`config.mk`:
```
export PLATFORM = sky130hd
export DESIGN_NAME = hyperbus_port_arbiter
export DESIGN_NICKNAME = d
export VERILOG_FILES = /design/src/rtl/hyperbus_port_arbiter.sv
export SDC_FILE = /design/constraint.sdc
export NUM_CORES = 1
export LEC_CHECK = 0
export ABC_AREA = 1
export CAP_MARGIN = 15
export CORE_UTILIZATION = 30
export CTS_BUF_LIST = sky130_fd_sc_hd__clkbuf_2 sky130_fd_sc_hd__clkbuf_4 sky130_fd_sc_hd__clkbuf_8
export DETAILED_ROUTE_END_ITERATION = 6
export MAX_ROUTING_LAYER = met4
export PLACE_DENSITY_LB_ADDON = 0.12
export SLEW_MARGIN = 10
export SYNTH_ARGS = -nofsm -noshare
export SYNTH_HDL_FRONTEND = slang
export SYNTH_SLANG_ARGS = --single-unit
export TNS_END_PERCENT = 30
```
`constraint.sdc`:
```
create_clock -name clk -period 11.5 [get_ports clk]
set_clock_uncertainty 0.15 [all_clocks]
set_input_delay 2.3 -clock clk [delete_from_list [all_inputs] [get_ports clk]]
set_output_delay 2.3 -clock clk [all_outputs]
set_load 0.01 [all_outputs]
```
`src/rtl/hyperbus_port_arbiter.sv`:
```
// Multi-channel command front end for a hyperbus core: per-channel queues, a
// round-robin arbiter, halfword splitting of each command, read reassembly and a WAIT timeout.
module hyperbus_port_arbiter #(
    parameter int unsigned NCH     = 2,
    parameter int unsigned DW      = 32,
    parameter int unsigned DEPTH   = 4,
    parameter int unsigned TIMEOUT = 1024
) (
    input  logic              clk,
    input  logic              rstn,
    input  logic [NCH-1:0]    cmd_valid,
    output logic [NCH-1:0]    cmd_ready,
    input  logic [NCH-1:0]    cmd_we,
    input  logic [NCH*32-1:0] cmd_adr,
    input  logic [NCH*DW-1:0] cmd_dat,
    output logic [NCH-1:0]    rsp_valid,
    output logic              rsp_err,
    output logic [DW-1:0]     rsp_dat,
    output logic              busy,
    output logic [31:0]       hbus_adr_o,
    output logic [15:0]       hbus_dat_o,
    input  logic [15:0]       hbus_dat_i,
    output logic              hbus_rrq,
    output logic              hbus_wrq,
    input  logic              hbus_ready,
    input  logic              hbus_valid
);
    localparam int unsigned BEATS = DW / 16;
    localparam int unsigned BW    = (BEATS > 1) ? $clog2(BEATS) : 1;
    localparam int unsigned AW    = (DEPTH > 1) ? $clog2(DEPTH) : 1;
    localparam int unsigned CNW   = AW + 1;
    localparam int unsigned CW    = (NCH > 1) ? $clog2(NCH) : 1;
    localparam int unsigned TW    = $clog2(TIMEOUT + 1);
    localparam int unsigned EW    = 1 + 32 + DW;

    typedef enum logic [1:0] {IDLE, ISSUE, WAIT, DONE} state_t;

    state_t            state_q, state_d;
    logic [CW-1:0]     ptr_q, ptr_d, gnt_q, gnt_d;
    logic [BW-1:0]     beat_q, beat_d;
    logic [TW-1:0]     tmo_q, tmo_d;
    logic              first_q, first_d, seen_q, seen_d;
    logic              cur_we_q, cur_we_d;
    logic [31:0]       cur_adr_q, cur_adr_d;
    logic [DW-1:0]     cur_dat_q, cur_dat_d, asm_q, asm_d;
    logic [AW-1:0]     wr_ptr_q [NCH];
    logic [AW-1:0]     wr_ptr_d [NCH];
    logic [AW-1:0]     rd_ptr_q [NCH];
    logic [AW-1:0]     rd_ptr_d [NCH];
    logic [CNW-1:0]    cnt_q [NCH];
    logic [CNW-1:0]    cnt_d [NCH];
    logic [EW-1:0]     mem_q [NCH][DEPTH];
    logic [NCH-1:0]    cmd_ready_q, cmd_ready_d, rsp_valid_q, rsp_valid_d;
    logic              rsp_err_q, rsp_err_d, busy_q, busy_d;
    logic [DW-1:0]     rsp_dat_q, rsp_dat_d;
    logic [31:0]       hbus_adr_q, hbus_adr_d;
    logic [15:0]       hbus_dat_q, hbus_dat_d;
    logic              rrq_q, rrq_d, wrq_q, wrq_d;

    logic [NCH-1:0]    push, pop;
    logic              found;
    logic [CW-1:0]     sel, idx;
    logic [BW-1:0]     nbeat;
    logic [EW-1:0]     head;

    always_comb begin
        state_d     = state_q;
        ptr_d       = ptr_q;
        gnt_d       = gnt_q;
        beat_d      = beat_q;
        tmo_d       = tmo_q;
        first_d     = first_q;
        seen_d      = seen_q;
        cur_we_d    = cur_we_q;
        cur_adr_d   = cur_adr_q;
        cur_dat_d   = cur_dat_q;
        asm_d       = asm_q;
        hbus_adr_d  = hbus_adr_q;
        hbus_dat_d  = hbus_dat_q;
        rrq_d       = 1'b0;
        wrq_d       = 1'b0;
        rsp_valid_d = '0;
        rsp_err_d   = 1'b0;
        rsp_dat_d   = '0;
        pop         = '0;
        found       = 1'b0;
        sel         = '0;
        idx         = '0;
        nbeat       = '0;
        busy_d      = 1'b0;

        // Round-robin scan starting just after the last granted channel
        for (int k = 1; k <= int'(NCH); k++) begin
            idx = CW'((int'(ptr_q) + k) % int'(NCH));
            if (!found && cnt_q[idx] != '0) begin
                found = 1'b1;
                sel   = idx;
            end
        end
        head = mem_q[sel][rd_ptr_q[sel]];

        case (state_q)
            IDLE: begin
                if (hbus_ready && found) begin
                    state_d    = ISSUE;
                    gnt_d      = sel;
                    ptr_d      = sel;
                    cur_we_d   = head[EW-1];
                    cur_adr_d  = head[DW +: 32];
                    cur_dat_d  = head[DW-1:0];
                    beat_d     = '0;
                    tmo_d      = '0;
                    asm_d      = '0;
                    hbus_adr_d = head[DW +: 32];
                    hbus_dat_d = head[15:0];
                    wrq_d      = head[EW-1];
                    rrq_d      = !head[EW-1];
                end
            end
            ISSUE: begin
                state_d = WAIT;
                first_d = 1'b1;
                seen_d  = 1'b0;
                tmo_d   = '0;
            end
            WAIT: begin
                first_d = 1'b0;
                tmo_d   = tmo_q + 1'b1;
                if (!cur_we_q && hbus_valid) begin
                    asm_d[16*int'(beat_q) +: 16] = hbus_dat_i;
                    seen_d = 1'b1;
                end
                // Ready is stale on the first WAIT cycle while the core drops it
                if (!first_q && hbus_ready && (cur_we_q || seen_q || hbus_valid)) begin
                    if (beat_q != BW'(BEATS - 1)) begin
                        nbeat      = beat_q + 1'b1;
                        beat_d     = nbeat;
                        state_d    = ISSUE;
                        tmo_d      = '0;
                        hbus_adr_d = cur_adr_q + 32'(nbeat);
                        hbus_dat_d = cur_dat_q[16*int'(nbeat) +: 16];
                        wrq_d      = cur_we_q;
                        rrq_d      = !cur_we_q;
                    end else begin
                        state_d          = DONE;
                        rsp_valid_d[gnt_q] = 1'b1;
                        rsp_dat_d        = cur_we_q ? '0 : asm_d;
                    end
                end else if (tmo_q == TW'(TIMEOUT - 1)) begin
                    state_d          = DONE;
                    rsp_valid_d[gnt_q] = 1'b1;
                    rsp_err_d        = 1'b1;
                end
            end
            DONE: begin
                state_d    = IDLE;
                pop[gnt_q] = 1'b1;
                beat_d     = '0;
            end
            default: state_d = IDLE;
        endcase

        busy_d = (state_d != IDLE);
        for (int i = 0; i < int'(NCH); i++) begin
            push[i]        = cmd_valid[i] & cmd_ready_q[i];
            wr_ptr_d[i]    = wr_ptr_q[i] + AW'(push[i]);
            rd_ptr_d[i]    = rd_ptr_q[i] + AW'(pop[i]);
            cnt_d[i]       = cnt_q[i] + CNW'(push[i]) - CNW'(pop[i]);
            cmd_ready_d[i] = (cnt_d[i] != CNW'(DEPTH));
            busy_d         = busy_d | (cnt_d[i] != '0);
        end
    end

    always_ff @(posedge clk) begin
        for (int i = 0; i < int'(NCH); i++) begin
            if (push[i]) mem_q[i][wr_ptr_q[i]] <= {cmd_we[i], cmd_adr[32*i +: 32], cmd_dat[DW*i +: DW]};
        end
    end

    always_ff @(posedge clk or negedge rstn) begin
        if (!rstn) begin
            state_q     <= IDLE;
            ptr_q       <= CW'(NCH - 1);
            gnt_q       <= '0;
            beat_q      <= '0;
            tmo_q       <= '0;
            first_q     <= 1'b0;
            seen_q      <= 1'b0;
            cur_we_q    <= 1'b0;
            cur_adr_q   <= '0;
            cur_dat_q   <= '0;
            asm_q       <= '0;
            cmd_ready_q <= '1;
            rsp_valid_q <= '0;
            rsp_err_q   <= 1'b0;
            rsp_dat_q   <= '0;
            busy_q      <= 1'b0;
            hbus_adr_q  <= '0;
            hbus_dat_q  <= '0;
            rrq_q       <= 1'b0;
            wrq_q       <= 1'b0;
            for (int i = 0; i < int'(NCH); i++) begin
                wr_ptr_q[i] <= '0;
                rd_ptr_q[i] <= '0;
                cnt_q[i]    <= '0;
            end
        end else begin
            state_q     <= state_d;
            ptr_q       <= ptr_d;
            gnt_q       <= gnt_d;
            beat_q      <= beat_d;
            tmo_q       <= tmo_d;
            first_q     <= first_d;
            seen_q      <= seen_d;
            cur_we_q    <= cur_we_d;
            cur_adr_q   <= cur_adr_d;
            cur_dat_q   <= cur_dat_d;
            asm_q       <= asm_d;
            cmd_ready_q <= cmd_ready_d;
            rsp_valid_q <= rsp_valid_d;
            rsp_err_q   <= rsp_err_d;
            rsp_dat_q   <= rsp_dat_d;
            busy_q      <= busy_d;
            hbus_adr_q  <= hbus_adr_d;
            hbus_dat_q  <= hbus_dat_d;
            rrq_q       <= rrq_d;
            wrq_q       <= wrq_d;
            for (int i = 0; i < int'(NCH); i++) begin
                wr_ptr_q[i] <= wr_ptr_d[i];
                rd_ptr_q[i] <= rd_ptr_d[i];
                cnt_q[i]    <= cnt_d[i];
            end
        end
    end

    assign cmd_ready  = cmd_ready_q;
    assign rsp_valid  = rsp_valid_q;
    assign rsp_err    = rsp_err_q;
    assign rsp_dat    = rsp_dat_q;
    assign busy       = busy_q;
    assign hbus_adr_o = hbus_adr_q;
    assign hbus_dat_o = hbus_dat_q;
    assign hbus_rrq   = rrq_q;
    assign hbus_wrq   = wrq_q;
endmodule

```
==> results of run 1 <==
[sequential cells by signal, indices dropped and copies added (netlist names), 2 cells and up]
register / flops
rsp_dat: 32
mem_q: 520
rd_ptr_q: 4
tmo_q: 11
wr_ptr_q: 4
state_q: 2
cnt_q: 6
hbus_dat_o: 16
asm_q: 32
hbus_adr_o: 32
cur_dat_q: 32
cur_adr_q: 32
rsp_valid: 2
cmd_ready: 2
[routing by layer]
layer	global-route usage	vias to the layer above	part of all wire
met5	-	-	0
li1	-	10900	-
met1	0.243	10800	0.45
met4	0.0717	0	0.031
met3	0.0341	170	0.042
met2	0.300	497	0.47
[cells in the final DEF, fill, tap and decap left out, types with 14 or more instances in the layout]
cell	count
ha_1	14
o21ai_0	115
buf_4	34
edfxtp_1	520
nand2_1	1246
clkbuf_4	64
clkbuf_8	147
nand3_1	389
dfrtp_1	214
nor2_1	192
a21oi_1	60
inv_1	130
o21ai_1	16
clkdlybuf4s50_1	238
[worst max-delay path: stages, from the launching register on]
cell      delay [ns]
dfrtp_1         0.42
nor2_1          0.14
nand2_2         0.11
nand2_4         0.44
nand2_8         0.55
o21ai_4         0.32
buf_4           0.63
clkinv_2        0.54
buf_4           0.53
nand3_1         0.20
nand2_1         0.21
nand2_1         0.14
nand2_1         0.06
[report_power, final]
group	switching, uW	internal, uW	leakage (uW)
Sequential	295	3530	0.00753
Clock	1120	1390	0.00143
Combinational	3500	1350	0.00656
Total	4920	6260	0.0155
[logic make-up after synthesis]
kind of cell / synth area share
DFF: 0.671
and+or+nand+nor: 0.241
buffers and inverters: 0.0426
xor gates and xnor gates: 0.00475
AOI/OAI and AO/OA: 0.0325
adders and majority gates: 0.00726
[metrics by stage]
| step | worst slack [ns] | area, um2 | std cells |
|---|---|---|---|
| after floorplan | 3.94 | 31400 | 3144 |
| after global placement | 6.15 | 35000 | 4626 |
| after detailed placement | 6.12 | 35000 | 4626 |
| after CTS | 6.59 | 37700 | 4866 |
| after global routing | 6.53 | 37700 | 4868 |
| final | 6.84 | 37700 | 4868 |
[worst paths after layout]
kind | startpoint | end | slack [ns] | cells after the start
setup / recovery | cnt_q[4] | hbus_wrq | 6.84 | 12
hold / removal | tmo_q[8] | tmo_q[8] | 0.32 | 1
setup reg to reg | cnt_q[4] | hbus_wrq | 6.84 | 12
hold reg to reg | tmo_q[8] | tmo_q[8] | 0.32 | 1
max in group asynchronous | rstn | cur_dat_q[20] | 7.74 | 3
min in group asynchronous | rstn | rsp_err | 1.40 | 1
[cell type report]
class,count,area (um2)
Antenna cell,1,2.50
Clock buffer,211,2500
Clock inverter,29,186
Fill cell,10400,65800
Inverter,136,519
Multi-Input combinational cell,2100,9060
Sequential cell,737,21000
Tap cell,1380,1730
Timing Repair Buffer,274,2680
==> reports/summary.txt, run 1 <==
status -> finished clean
final total power -> 11200 uW
I/O Buffers -> 239
Area contributors post-synth -> edfxtp_1 (50%), dfrtp_1 (17%), nand2_1 (15%)
Period Utilization, post-route -> 0.405
final hold vios -> 0
top achievable clock speed -> 215 MHz
DR pass1 iterations -> 5
Slew @ Worst Pin -> 1.12 ns
Tmin final -> 4.66 ns
biggest area consumer among synthesized cells -> edfxtp_1
CP Max Fanout -> 103
setup violators final -> 0
Layout Nets -> 3554
Core Util, Final -> 0.365
Fin Hold WS -> 0.324 ns
Post-Syn Instances -> 3144
CTS Sinks -> 737
Netlist cell types -> 35
initial antenna violation count -> 2
IO Pins -> 240
Syn Area/Cell -> 9.97 um2
Die W -> 325 um
vias in the first global route -> 22400
number of flops mapped to enable cells by yosys -> 520
DRC Markers -> 0
Post-CTS Setup Bufs -> 0
GPL Wtd Cong -> 0.838
row cnt -> 118
required time worst endpoint -> 12.03 ns
initial core utilization -> 0.303
cts hold-fix bufs -> 0
Sum Neg Setup Slack -> 0 ns
Post-Syn Area -> 31400 um2
later-pin clock latency in the skew report -> 0.81 ns
WP data arrival -> 5.19 ns
post-cts sizing count -> 0
Final Max Tran Viols -> 0
ys async rst share -> 0.294
Synth top cells by count -> nand2_1 (1249), edfxtp_1 (520), nand3_1 (389)
peak supply drop -> 160 uV
CTS tree -> done
area of the die -> 106000 um2
Worst-path clk slew -> 0.05 ns
Iter 0 DRT Violations -> 1416
clk root buf -> clkbuf_8
Worst setup SP type -> register
Most used DFF post-synth -> edfxtp_1
sequential share of the synthesized area -> 0.671
syn_nets -> 3313
DR vias -> 22300
CTS buffer count -> 136
WL per Instance -> 20.0 um
fraction of layout cells with a size suffix above 1 -> 0.0849
leak pwr -> 0.0155 uW
area fraction of the dominant cell type after synthesis -> 0.498
gr usage total -> 0.190
Worst Hold Class -> register to register
overall routed net length -> 97.4 mm
Core ar. -> 103000 um2
warnings from Yosys -> 0
Die Ht -> 325 um
MaxCap Viol Count -> 0
first-pass GRT wire length -> 145 mm
count leader, synth -> nand2_1
post-route ant nets -> 0
P&R area growth vs syn -> 20.3%
post-synthesis register bit count -> 737
H-tree lvl count -> 4
DR vias/cell -> 4.59
largest net degree at the start of global routing -> 105
Setup Crit Path Kind -> register to register
RSZ-0062 raised after global routing -> false
Crit. End Element -> register
DP HPWL -> 57.8 mm
Max Root-Sink Buffers -> 3
total grt overflow -> 0
slew margin rel. -> 0.254
Power Density -> 296 nW/um2
Power figures use the tool's default switching activity.
==> run 2, diff against run 1 <==
clock period = 4.1 ns   (was 11.5 ns; I/O delays follow)
==> run 2 against run 1 <==
The flow now finishes with violations (design-rule violations). Maximum frequency increased by 45%. Routed wire length about the same. Flip-flop and latch count unchanged. Sequential share of layout area decreased by 0.60 points. Final area increased by 1.1%. Count of clock-buffer cells in the layout decreased by 9. Via count increased by 0.24%. Sequential power increased to 2.8 times the previous value. First-iteration DRC count decreased by 3.2%. Core utilization increased by 0.40 points. Global-route usage about the same. Highest routed layer unchanged.
==> reports/summary.txt, run 2 (same netlist as run 1, synthesis figures left out) <==
leak pwr -> 0.0157 uW (+1.0%)
I/O Buffers -> 239 (unchanged)
total grt overflow -> 0 (unchanged)
peak supply drop -> 656 uV (+310%)
crit-path max cell delay -> 0.64 ns (about the same)
CP max stage cell -> buf_4
DR vias/cell -> 4.58 (-0.21%)
MaxCap Viol Count -> 0 (unchanged)
area of the die -> 106000 um2 (unchanged)
Die W -> 325 um (unchanged)
DP HPWL -> 58.3 mm (+0.75%)
DRC Markers -> 1 (+1)
WL per Instance -> 19.9 um (-0.43%)
DR vias -> 22400 (+0.24%)
gr usage total -> 0.190 (about the same)
Period Utilization, post-route -> 0.785 (+0.379)
Final Max Tran Viols -> 0 (unchanged)
required time worst endpoint -> 4.68 ns (-7.35 ns)
Post-CTS Setup Bufs -> 0 (unchanged)
commonest cells after routing, fill and taps aside -> nand2_1 (1246), edfxtp_1 (520), nand3_1 (389), clkdlybuf4s50_1 (238), dfrtp_1 (214)
Int Power -> 18000 uW (+190%)
Max Root-Sink Buffers -> 3 (unchanged)
overall routed net length -> 97.4 mm (about the same)
Final Non-Filler Cells -> 4890 (+0.45%)
vias in the first global route -> 22800 (+1.6%)
final total power -> 31800 uW (+180%)
largest net degree at the start of global routing -> 126 (+20%)
CTS Sinks -> 737 (unchanged)
Clk network pwr share -> 0.226 (+0.002)
final hold vios -> 0 (unchanged)
dpl cells -> 4638 (+0.26%)
Worst-path clk slew -> 0.06 ns (about the same)
CTS tree -> done
Power Density -> 835 nW/um2 (+180%)
P&R area growth vs syn -> 21.7%
Core ar. -> 103000 um2 (unchanged)
setup violators final -> 0 (unchanged)
initial antenna violation count -> 3 (+1)
Worst Hold Class -> register to register
Die Ht -> 325 um (unchanged)
later-pin clock latency in the skew report -> 0.81 ns (about the same)
Setup Crit Path Kind -> register to register
Tmin final -> 3.22 ns (-1.44 ns)
max reg flops -> 520 (unchanged)
WP data arrival -> 3.80 ns (-1.39 ns)
Fill cells -> 10400 (-0.66%)
IO Pins -> 240 (unchanged)
slew margin rel. -> 0.327 (+0.0731)
NetSw -> 13900 uW (+180%)
Iter 0 DRT Violations -> 1371 (-3.2%)
GPL Wtd Cong -> 0.851 (+1.6%)
Slew @ Worst Pin -> 1.01 ns (-0.112 ns)
Cell Chain, Critical Path -> nor2_1 -> nand2_2 -> nand2_4 -> buf_4 -> buf_4 -> nand3_1 -> nand2_1 -> nand2_1 -> nand2_1 -> nand2_1 -> nand2_1 -> nand2_1 -> a21oi_1
status -> finished, violations left
power share of the combinational group -> 0.436 (+0.002)
clk root buf -> clkbuf_8
placed cell area -> 35400 um2 (+1.0%)
CTS buffer count -> 138 (+1.5%)
fraction of layout cells with a size suffix above 1 -> 0.0867 (+0.00180)
failing checks -> design-rule violations
row cnt -> 118 (unchanged)
Crit. End Element -> register
Worst setup SP type -> register
Reg power frac -> 0.338 (-0.004)
initial core utilization -> 0.303 (unchanged)
design area -> 38100 um2 (+1.1%)
CP Max Fanout -> 61 (-41%)
post-route ant nets -> 0 (unchanged)
RSZ-0062 raised after global routing -> false
top achievable clock speed -> 311 MHz (+45%)
critical path's most frequent cell -> nand2_1
switch share -> 0.436 (-0.00358)
Layout Nets -> 3568 (+0.39%)
commonest non-fill, non-tap cell in the layout -> nand2_1
first-pass GRT wire length -> 146 mm (+0.38%)
H-tree lvl count -> 4 (unchanged)
DR pass1 iterations -> 7 (+2)
==> run 2: cell types whose count changed in the layout (fill, tap and decap cells not counted), sizes merged <==
cell and delta:
clkinv +12, buf +11, clkbuf -9, bufinv +3, diode +2, inv +2, dlygate4sd3 +1
==> run 2: routing by layer <==
metal / part of all wire / wire [um] / global-route usage
met1: 0.45 / 43500 / 0.238
met2: 0.49 / 47700 / 0.312
met3: 0.040 / 3930 / 0.0326
met4: 0.024 / 2340 / 0.0622
met5: 0 / 0 / -
==> run 2: path summary, 6_finish.rpt <==
| kind | cells after the start | slack [ns] | from | to |
|---|---|---|---|---|
| max | 13 | 0.88 | cnt_q[4] | hbus_dat_o[5] |
| max reg2reg | 13 | 0.88 | cnt_q[4] | hbus_dat_o[5] |
| min | 1 | 0.32 | rd_ptr_q[3] | rd_ptr_q[3] |
| max in group asynchronous | 3 | 2.43 | rstn | cur_dat_q[22] |
| min reg2reg | 1 | 0.32 | rd_ptr_q[3] | rd_ptr_q[3] |
| min in group asynchronous | 2 | 0.55 | rstn | asm_q[17] |
==> run 2: worst max-delay path, delay by kind of cell (launching register included) <==
family	cells	cell delay, ns
and+or+nand+nor	10	1.11
buffers and inverters	2	1.26
DFF	1	0.42
AOI/OAI and AO/OA	1	0.14
==> run 2: repair_timing <==
| item | CTS | global route |
|---|---|---|
| endpoints found under the hold margin | 93 | 0 |
| hold buffers | 1 | 0 |
| resized for setup | 0 | 0 |
| endpoints found under the setup margin | 0 | 0 |
==> run 2: per-stage QoR <==
stage | TNS (ns) | setup slack [ns] | utilization | hold WS, ns
finish | 0 | 0.883 | 0.369 | 0.317
detailed placement | 0 | 0.679 | 0.342 | 0.311
CTS | 0 | 0.846 | 0.368 | 0.320
global route | 0 | 0.547 | 0.369 | 0.343
global placement | 0 | 0.720 | 0.342 | 0.307
floorplan | -1029.55 | -1.98 | - | 0.292
==> run 2: area by class of cell <==
type / count / area [um2] / area share
multi-input combinational: 2100 / 9060 / 0.238
antenna: 3 / 7.51 / 0.000197
clock inverter: 46 / 327 / 0.00856
timing repair buffer: 286 / 3020 / 0.0791
sequential: 737 / 21000 / 0.552
tap: 1380 / 1730 / 0.0453
clock buffer: 202 / 2440 / 0.0639
inverter: 136 / 519 / 0.0136
==> run 2: power groups by stage <==
stage               logic [uW]  registers, uW  clock network, uW
floorplan                 8800          10800                  0
global placement         14200          10900                  0
detailed placement       14300          10900                  0
CTS                      14300          10800               7450
global route             15700          10900               7770
finish                   13900          10800               7210
